## src/rtl/adder_pkg.sv

```systemverilog
// Shared sizing helpers and defaults for the pipelined add/sub datapath.
package adder_pkg;

  localparam int unsigned DEF_WIDTH  = 32;
  localparam int unsigned DEF_STAGES = 4;

  // Nominal segment width: ceil(width / stages).
  function automatic int unsigned seg_width(input int unsigned width, input int unsigned stages);
    return (width + stages - 1) / stages;
  endfunction

  // Base bit of segment k, clamped to width for trailing empty segments.
  function automatic int unsigned seg_lo(input int unsigned k, input int unsigned seg,
                                         input int unsigned width);
    return (k * seg < width) ? k * seg : width;
  endfunction

  // Bits owned by segment k; the last populated segment takes the remainder.
  function automatic int unsigned seg_len(input int unsigned k, input int unsigned seg,
                                          input int unsigned width);
    int unsigned lo;
    lo = seg_lo(k, seg, width);
    return (width - lo < seg) ? width - lo : seg;
  endfunction

endpackage

```

## src/rtl/addsub_stage.sv

```systemverilog
// One carry-chain segment of pipelined_addsub with its payload/valid register.
// Carries the signed-overflow flag when PIPELINED_ADDSUB_OVF_EN is defined.
module addsub_stage
  import adder_pkg::*;
#(
  parameter int unsigned C_WIDTH = DEF_WIDTH,
  parameter int unsigned LO      = 0,
  parameter int unsigned W       = 1,
  parameter bit          LAST    = 1'b0
) (
  input  logic               clk,
  input  logic               rst,
  input  logic               in_valid,
  output logic               load_c,
  input  logic               adv,
  input  logic [C_WIDTH-1:0] a,
  input  logic [C_WIDTH-1:0] b,
  input  logic [C_WIDTH-1:0] res,
  input  logic               cin,
  input  logic               sub,
`ifdef PIPELINED_ADDSUB_OVF_EN
  input  logic               ovf,
  output logic               ovf_q,
`endif
  output logic               out_valid,
  output logic [C_WIDTH-1:0] a_q,
  output logic [C_WIDTH-1:0] b_q,
  output logic [C_WIDTH-1:0] res_q,
  output logic               co_q,
  output logic               sub_q
);

  logic               c_nxt;
  logic               co_d;
  logic [C_WIDTH-1:0] res_d;
`ifdef PIPELINED_ADDSUB_OVF_EN
  logic               ovf_d;
`endif

  if (W == 0) begin : g_pass
    assign res_d = res;
    assign c_nxt = cin;
`ifdef PIPELINED_ADDSUB_OVF_EN
    assign ovf_d = ovf;
`endif
  end else begin : g_seg
    localparam int unsigned SW = W + 1;
    logic [W:0] sum;

    assign sum = SW'(a[LO +: W]) + SW'(b[LO +: W]) + SW'(cin);

    always_comb begin
      res_d           = res;
      res_d[LO +: W]  = sum[W-1:0];
    end

    assign c_nxt = sum[W];

`ifdef PIPELINED_ADDSUB_OVF_EN
    if (LO + W == C_WIDTH) begin : g_msb
      localparam int unsigned MSB = C_WIDTH - 1;
      // Carry into MSB differs from carry out; upstream flag is always clear here.
      assign ovf_d = ovf | (a[MSB] ^ b[MSB] ^ sum[W-1] ^ sum[W]);
    end else begin : g_mid
      assign ovf_d = ovf;
    end
`endif
  end

  // The final stage turns the internal carry into a borrow for subtraction.
  assign co_d   = LAST ? (c_nxt ^ sub) : c_nxt;
  assign load_c = !out_valid || adv;

  always_ff @(posedge clk or posedge rst) begin
    if (rst) begin
      out_valid <= 1'b0;
      a_q       <= '0;
      b_q       <= '0;
      res_q     <= '0;
      co_q      <= 1'b0;
      sub_q     <= 1'b0;
`ifdef PIPELINED_ADDSUB_OVF_EN
      ovf_q     <= 1'b0;
`endif
    end else if (load_c) begin
      out_valid <= in_valid;
      if (in_valid) begin
        a_q   <= a;
        b_q   <= b;
        res_q <= res_d;
        co_q  <= co_d;
        sub_q <= sub;
`ifdef PIPELINED_ADDSUB_OVF_EN
        ovf_q <= ovf_d;
`endif
      end
    end
  end

endmodule

```

## src/rtl/pipelined_addsub.sv

```systemverilog
// Pipelined add/subtract with carry/borrow-in on a valid/ready stream.
// Optional signed-overflow output enabled by PIPELINED_ADDSUB_OVF_EN.
module pipelined_addsub
  import adder_pkg::*;
#(
  parameter int unsigned C_WIDTH  = DEF_WIDTH,
  parameter int unsigned C_STAGES = DEF_STAGES
) (
  input  logic               clk,
  input  logic               rst,
  input  logic               in_valid,
  output logic               in_ready,
  input  logic [C_WIDTH-1:0] a,
  input  logic [C_WIDTH-1:0] b,
  input  logic               sub,
  input  logic               cin,
  output logic               out_valid,
  input  logic               out_ready,
  output logic [C_WIDTH:0]   y
`ifdef PIPELINED_ADDSUB_OVF_EN
  ,
  output logic               ovf
`endif
);

  localparam int unsigned SEG = seg_width(C_WIDTH, C_STAGES);

  // Index k is the input of stage k; index C_STAGES is the pipeline output.
  logic               vld [C_STAGES+1];
  logic               ld  [C_STAGES+1];
  logic [C_WIDTH-1:0] opa [C_STAGES+1];
  logic [C_WIDTH-1:0] opb [C_STAGES+1];
  logic [C_WIDTH-1:0] res [C_STAGES+1];
  logic               cy  [C_STAGES+1];
  logic               sb  [C_STAGES+1];
`ifdef PIPELINED_ADDSUB_OVF_EN
  logic               ov  [C_STAGES+1];
`endif

  // Subtraction is a + ~b + ~cin through the same adder.
  assign vld[0] = in_valid;
  assign opa[0] = a;
  assign opb[0] = sub ? ~b : b;
  assign res[0] = '0;
  assign cy[0]  = cin ^ sub;
  assign sb[0]  = sub;
`ifdef PIPELINED_ADDSUB_OVF_EN
  assign ov[0]  = 1'b0;
`endif

  assign ld[C_STAGES] = out_ready;
  assign in_ready     = ld[0];

  for (genvar k = 0; k < C_STAGES; k++) begin : g_stage
    addsub_stage #(
      .C_WIDTH (C_WIDTH),
      .LO      (seg_lo(k, SEG, C_WIDTH)),
      .W       (seg_len(k, SEG, C_WIDTH)),
      .LAST    (k == C_STAGES - 1)
    ) u_stage (
      .clk       (clk),
      .rst       (rst),
      .in_valid  (vld[k]),
      .load_c    (ld[k]),
      .adv       (ld[k+1]),
      .a         (opa[k]),
      .b         (opb[k]),
      .res       (res[k]),
      .cin       (cy[k]),
      .sub       (sb[k]),
`ifdef PIPELINED_ADDSUB_OVF_EN
      .ovf       (ov[k]),
      .ovf_q     (ov[k+1]),
`endif
      .out_valid (vld[k+1]),
      .a_q       (opa[k+1]),
      .b_q       (opb[k+1]),
      .res_q     (res[k+1]),
      .co_q      (cy[k+1]),
      .sub_q     (sb[k+1])
    );
  end

  assign out_valid = vld[C_STAGES];
  assign y         = {cy[C_STAGES], res[C_STAGES]};
`ifdef PIPELINED_ADDSUB_OVF_EN
  assign ovf       = ov[C_STAGES];
`endif

endmodule

```

## config.mk

```make
export PLATFORM = sky130hd
export DESIGN_NAME = pipelined_addsub
export DESIGN_NICKNAME = d
export VERILOG_FILES = /design/src/rtl/adder_pkg.sv /design/src/rtl/addsub_stage.sv /design/src/rtl/pipelined_addsub.sv
export SDC_FILE = /design/constraint.sdc
export NUM_CORES = 1
export LEC_CHECK = 0
export BUFFER_PORTS_ARGS = -buffer_cell sky130_fd_sc_hd__buf_2
export CAP_MARGIN = 10
export CORE_ASPECT_RATIO = 1.5
export CORE_MARGIN = 4
export CORE_UTILIZATION = 52
export CTS_CLUSTER_DIAMETER = 150
export CTS_CLUSTER_SIZE = 14
export DETAILED_ROUTE_END_ITERATION = 16
export GPL_TIMING_DRIVEN = 0
export PLACE_DENSITY = 0.84
export SYNTH_ARGS = -nofsm -noshare
export SYNTH_HDL_FRONTEND = slang
export SYNTH_SLANG_ARGS = --single-unit
```

## constraint.sdc

```tcl
create_clock -name clk -period 5.4 [get_ports clk]
set_input_delay 0 -clock clk [delete_from_list [all_inputs] [get_ports clk]]
set_output_delay 0 -clock clk [all_outputs]
set_load 0.02 [all_outputs]
```

==> impl_metrics.csv <==
group,metric,value,unit
cells_and_area,areaGrowthSynthToFinish,22.7,%
grt,gr-max-usage-layer,"met2",
power_and_ir_drop,p_per_area,487,mW/mm2
logic_synthesis,synthAdderAreaFrac,0.0607,
power_and_ir_drop,p_leak,4.75,nW
place,port-buffer-count,103,
power_and_ir_drop,combPwrFrac,0.330,
timing,period_share,0.453,
timing,setup_viol,0,
grt,groute.layer.met3.usage,0.0339,
grt,antenna_found_initial,1,
route,via_count,5533,
grt,grt_pass1_vias,5881,
worst_setup_path,startpoint,"g_stage[1].u_stage.a_q[16]",
worst_setup_path,cp.depth,7,
grt,grt_use_met1,0.233,
clocking,clock_path_buffers,2,
power_and_ir_drop,pwr-share-seq,0.429,
cells_and_area,final_common_cell,"dfrtp_1",
die,top_level_ports,105,
worst_setup_path,crit_end,"g_stage[2].u_stage.co_q",
timing,min_period,2440,ps
clocking,htree_levels,4,
timing,tightest_slew,640,ps
clocking,clkTransAtPathRegs,70,ps
clocking,ctsResizeCount,0,
grt,grt_usage,0.204,
route,wirelength,17600,um
die,die_h,164,um
power_and_ir_drop,p_clk_frac,0.240,
worst_setup_path,max_stage_delay,470,ps
route,drt_iter0_markers,224,
clocking,numClockSinks,187,
logic_synthesis,ys.warnings.count,0,
clocking,cts.root.buffer_cell,"clkbuf_16",
logic_synthesis,synth_xor_xnor_area_share,0.0521,
worst_setup_path,slowest_stage,"fa_1",
route,wl_per_cell,16.9,um
logic_synthesis,syn_area_per_cell,12.9,um2
flow_run,drv_cap,0,
grt,met2_usage,0.370,
logic_synthesis,synth_cell_types,38,
clocking,cts_setup_buffers,0,
logic_synthesis,synth-compound-area-share,0.0812,
route,drt_first_pass_iters,4,
die,rows,56,
cells_and_area,fillers,1156,
hold_path,hp-class,"input pin to flip-flop",
timing,finalHoldViolations,0,
die,coreArea,0.0158,mm2
logic_synthesis,seq_area_frac_synth,0.556,
worst_setup_path,arrival,2750,ps
die,die_w,112,um
power_and_ir_drop,switching_share,0.344,
clocking,numCtsBuffers,17,
logic_synthesis,synth_nets,758,
die,dieArea,0.0183,mm2
cells_and_area,drive_gt1_frac,0.277,
worst_setup_path,rr_worst_depth,7,
timing,maxSlewHeadroom,0.574,
logic_synthesis,synthSimpleGateAreaFrac,0.0506,
worst_setup_path,crit_fanout,3,
worst_setup_path,critPathCaptureType,"flip-flop",
place,dpl.hpwl,12100,um
logic_synthesis,muxShareOfSynthArea,0.173,
die,start_util,0.533,
logic_synthesis,synthCells,652,
worst_setup_path,rr_startpoint,"g_stage[1].u_stage.a_q[16]",
worst_setup_path,worstPathRequired,5710,ps
worst_setup_path,path_cells,"fa_1 > fa_1 > a21o_1 > a31oi_1 > a21oi_1 > o21ai_0 > a21oi_1",
cells_and_area,final_cell_mix,"dfrtp_1, buf_2, mux2_1, mux2_2, nand2_1",
timing,max_freq,409,MHz
grt,grt_max_degree,96,
cells_and_area,layout.nets,934,
power_and_ir_drop,ir_drop,0.000221,V
worst_setup_path,setup.worst_path.class,"flip-flop to flip-flop",
route,post-route-drc-count,0,
worst_setup_path,crit_family,"compound AO/OA/AOI/OAI gates",
logic_synthesis,ys_ff_latch,187,
worst_setup_path,startpoint_type,"flip-flop",
worst_setup_path,worst_r2r_endpoint,"g_stage[2].u_stage.co_q",
logic_synthesis,synthesis.area,0.00841,mm2
place,gp_congestion,0.836,
outcome,status,"finished clean",
power_and_ir_drop,netSwitchingPower,0.00173,W
grt,grt_first_pass_wirelength,29400,um
timing,finalWorstSetupSlack,2960,ps
route,viasPerCell,5.29,
worst_setup_path,rrSetupSlack,2960,ps
clocking,cts_hold_buf,53,
logic_synthesis,synth_top_family_by_area,"multiplexers",
worst_setup_path,cp_num_buf_inv,0,
place,post-place-ws,2900,ps
timing,rsz0062_at_grt,"no",
clocking,insertion_delay,430,ps
timing,drv_slew,0,
timing,tns,0,ps
route,antenna_left,0,
grt,grt_remaining_overflow,0,
clocking,cts_tree,"built",
timing,skew,13.0,ps
power_and_ir_drop,p_int,0.00330,W
through the flow:
step                      utilization  power [W]  hold WS (ps)  instance area (um2)  cells
after floorplan                     -    0.00333           108                 8410    652
after global placement          0.582    0.00373           211                 9180    958
after detailed placement        0.585    0.00380           152                 9220    959
after CTS                       0.655    0.00506          2.04                10300   1044
after global routing            0.655    0.00537          26.7                10300   1045
final                           0.655    0.00503          20.4                10300   1045
registers in the layout, summed over array words and instances (netlist names):
name and flops:
g_stage.u_stage.res_q 80, g_stage.u_stage.co_q 4, g_stage.u_stage.sub_q 3, g_stage.u_stage.a_q 48
g_stage.u_stage.b_q 48, g_stage.u_stage.out_valid 4
worst min path at each step:
stage | startpoint | depth (start not counted) | end | slack (ps)
4_1_cts | sub | 3 | g_stage[0].u_stage.b_q[20] | 2
3_3_place_gp | a[17] | 2 | g_stage[0].u_stage.a_q[17] | 210
3_5_place_dp | rst | 2 | g_stage[3].u_stage.co_q | 150
5_1_grt | sub | 3 | g_stage[0].u_stage.b_q[20] | 30
2_1_floorplan | in_valid | 1 | g_stage[0].u_stage.out_valid | 110
6_report | a[1] | 4 | g_stage[0].u_stage.res_q[1] | 20
final cells by class:
cell class | instances | area [um2] | share of cell area
flip-flops and latches | 187 | 4680 | 0.453
multi-input cells | 426 | 3510 | 0.340
repair buffers | 157 | 1070 | 0.104
clock buffers | 17 | 425 | 0.0412
well taps | 203 | 254 | 0.0246
plain buffers | 29 | 184 | 0.0178
clock inverters | 15 | 148 | 0.0143
inverters | 10 | 45.0 | 0.00436
diodes | 1 | 2.50 | 0.000242
logic make-up after synthesis:
family | after synthesis
AO/OA/AOI/OAI | 117
XOR/XNOR | 50
adder cells (fa/ha/maj) | 36
buffers and inverters | 39
flip-flops | 187
multiplexers | 129
AND/OR/NAND/NOR | 94
cell usage after synthesis (all sizes together):
| master | number | area share |
|---|---|---|
| and3 | 1 | 0.00074 |
| dfrtp | 187 | 0.56 |
| buf | 28 | 0.021 |
| a21oi | 18 | 0.011 |
| inv | 10 | 0.0045 |
| or2 | 2 | 0.0015 |
| ha | 28 | 0.042 |
| a31oi | 3 | 0.0022 |
| nor2 | 11 | 0.0049 |
| nand4 | 1 | 0.0015 |
| a21o | 8 | 0.0071 |
| o31a | 2 | 0.0021 |
| a211oi | 8 | 0.0071 |
| fa | 8 | 0.019 |
| nand2 | 58 | 0.026 |
| nand3 | 1 | 0.00059 |
| o21a | 5 | 0.0045 |
| nand2b | 9 | 0.0067 |
| xor2 | 23 | 0.024 |
| mux2 | 129 | 0.17 |
| a211o | 2 | 0.0021 |
| o21ai | 61 | 0.036 |
| nor2b | 3 | 0.0034 |
| o31ai | 5 | 0.0045 |
| xnor2 | 27 | 0.028 |
| o22ai | 1 | 0.00074 |
| o211ai | 3 | 0.0027 |
| nor3 | 6 | 0.0036 |
| and2 | 2 | 0.0015 |
| clkbuf | 1 | 0.00045 |
| a41o | 1 | 0.0012 |
tightest hold or removal path, cell delays in order:
cell and delay [ps]:
buf_2 100, inv_1 70, fa_1 170, o21ai_1 60
metal layers:
layer | routed length [um] | part of all wire
met1 | 6880 | 0.39
met2 | 9590 | 0.54
met3 | 578 | 0.033
met4 | 583 | 0.033
met5 | 0 | 0
power by group through the flow:
stage | Sequential (W) | Clock, W | Combinational, W
floorplan | 0.00225 | 0 | 0.00108
global placement | 0.00216 | 0 | 0.00156
detailed placement | 0.00218 | 0 | 0.00162
CTS | 0.00216 | 0.00123 | 0.00167
global route | 0.00222 | 0.00129 | 0.00186
finish | 0.00216 | 0.00121 | 0.00166
Note: power is estimated with default switching activity, not from simulation.
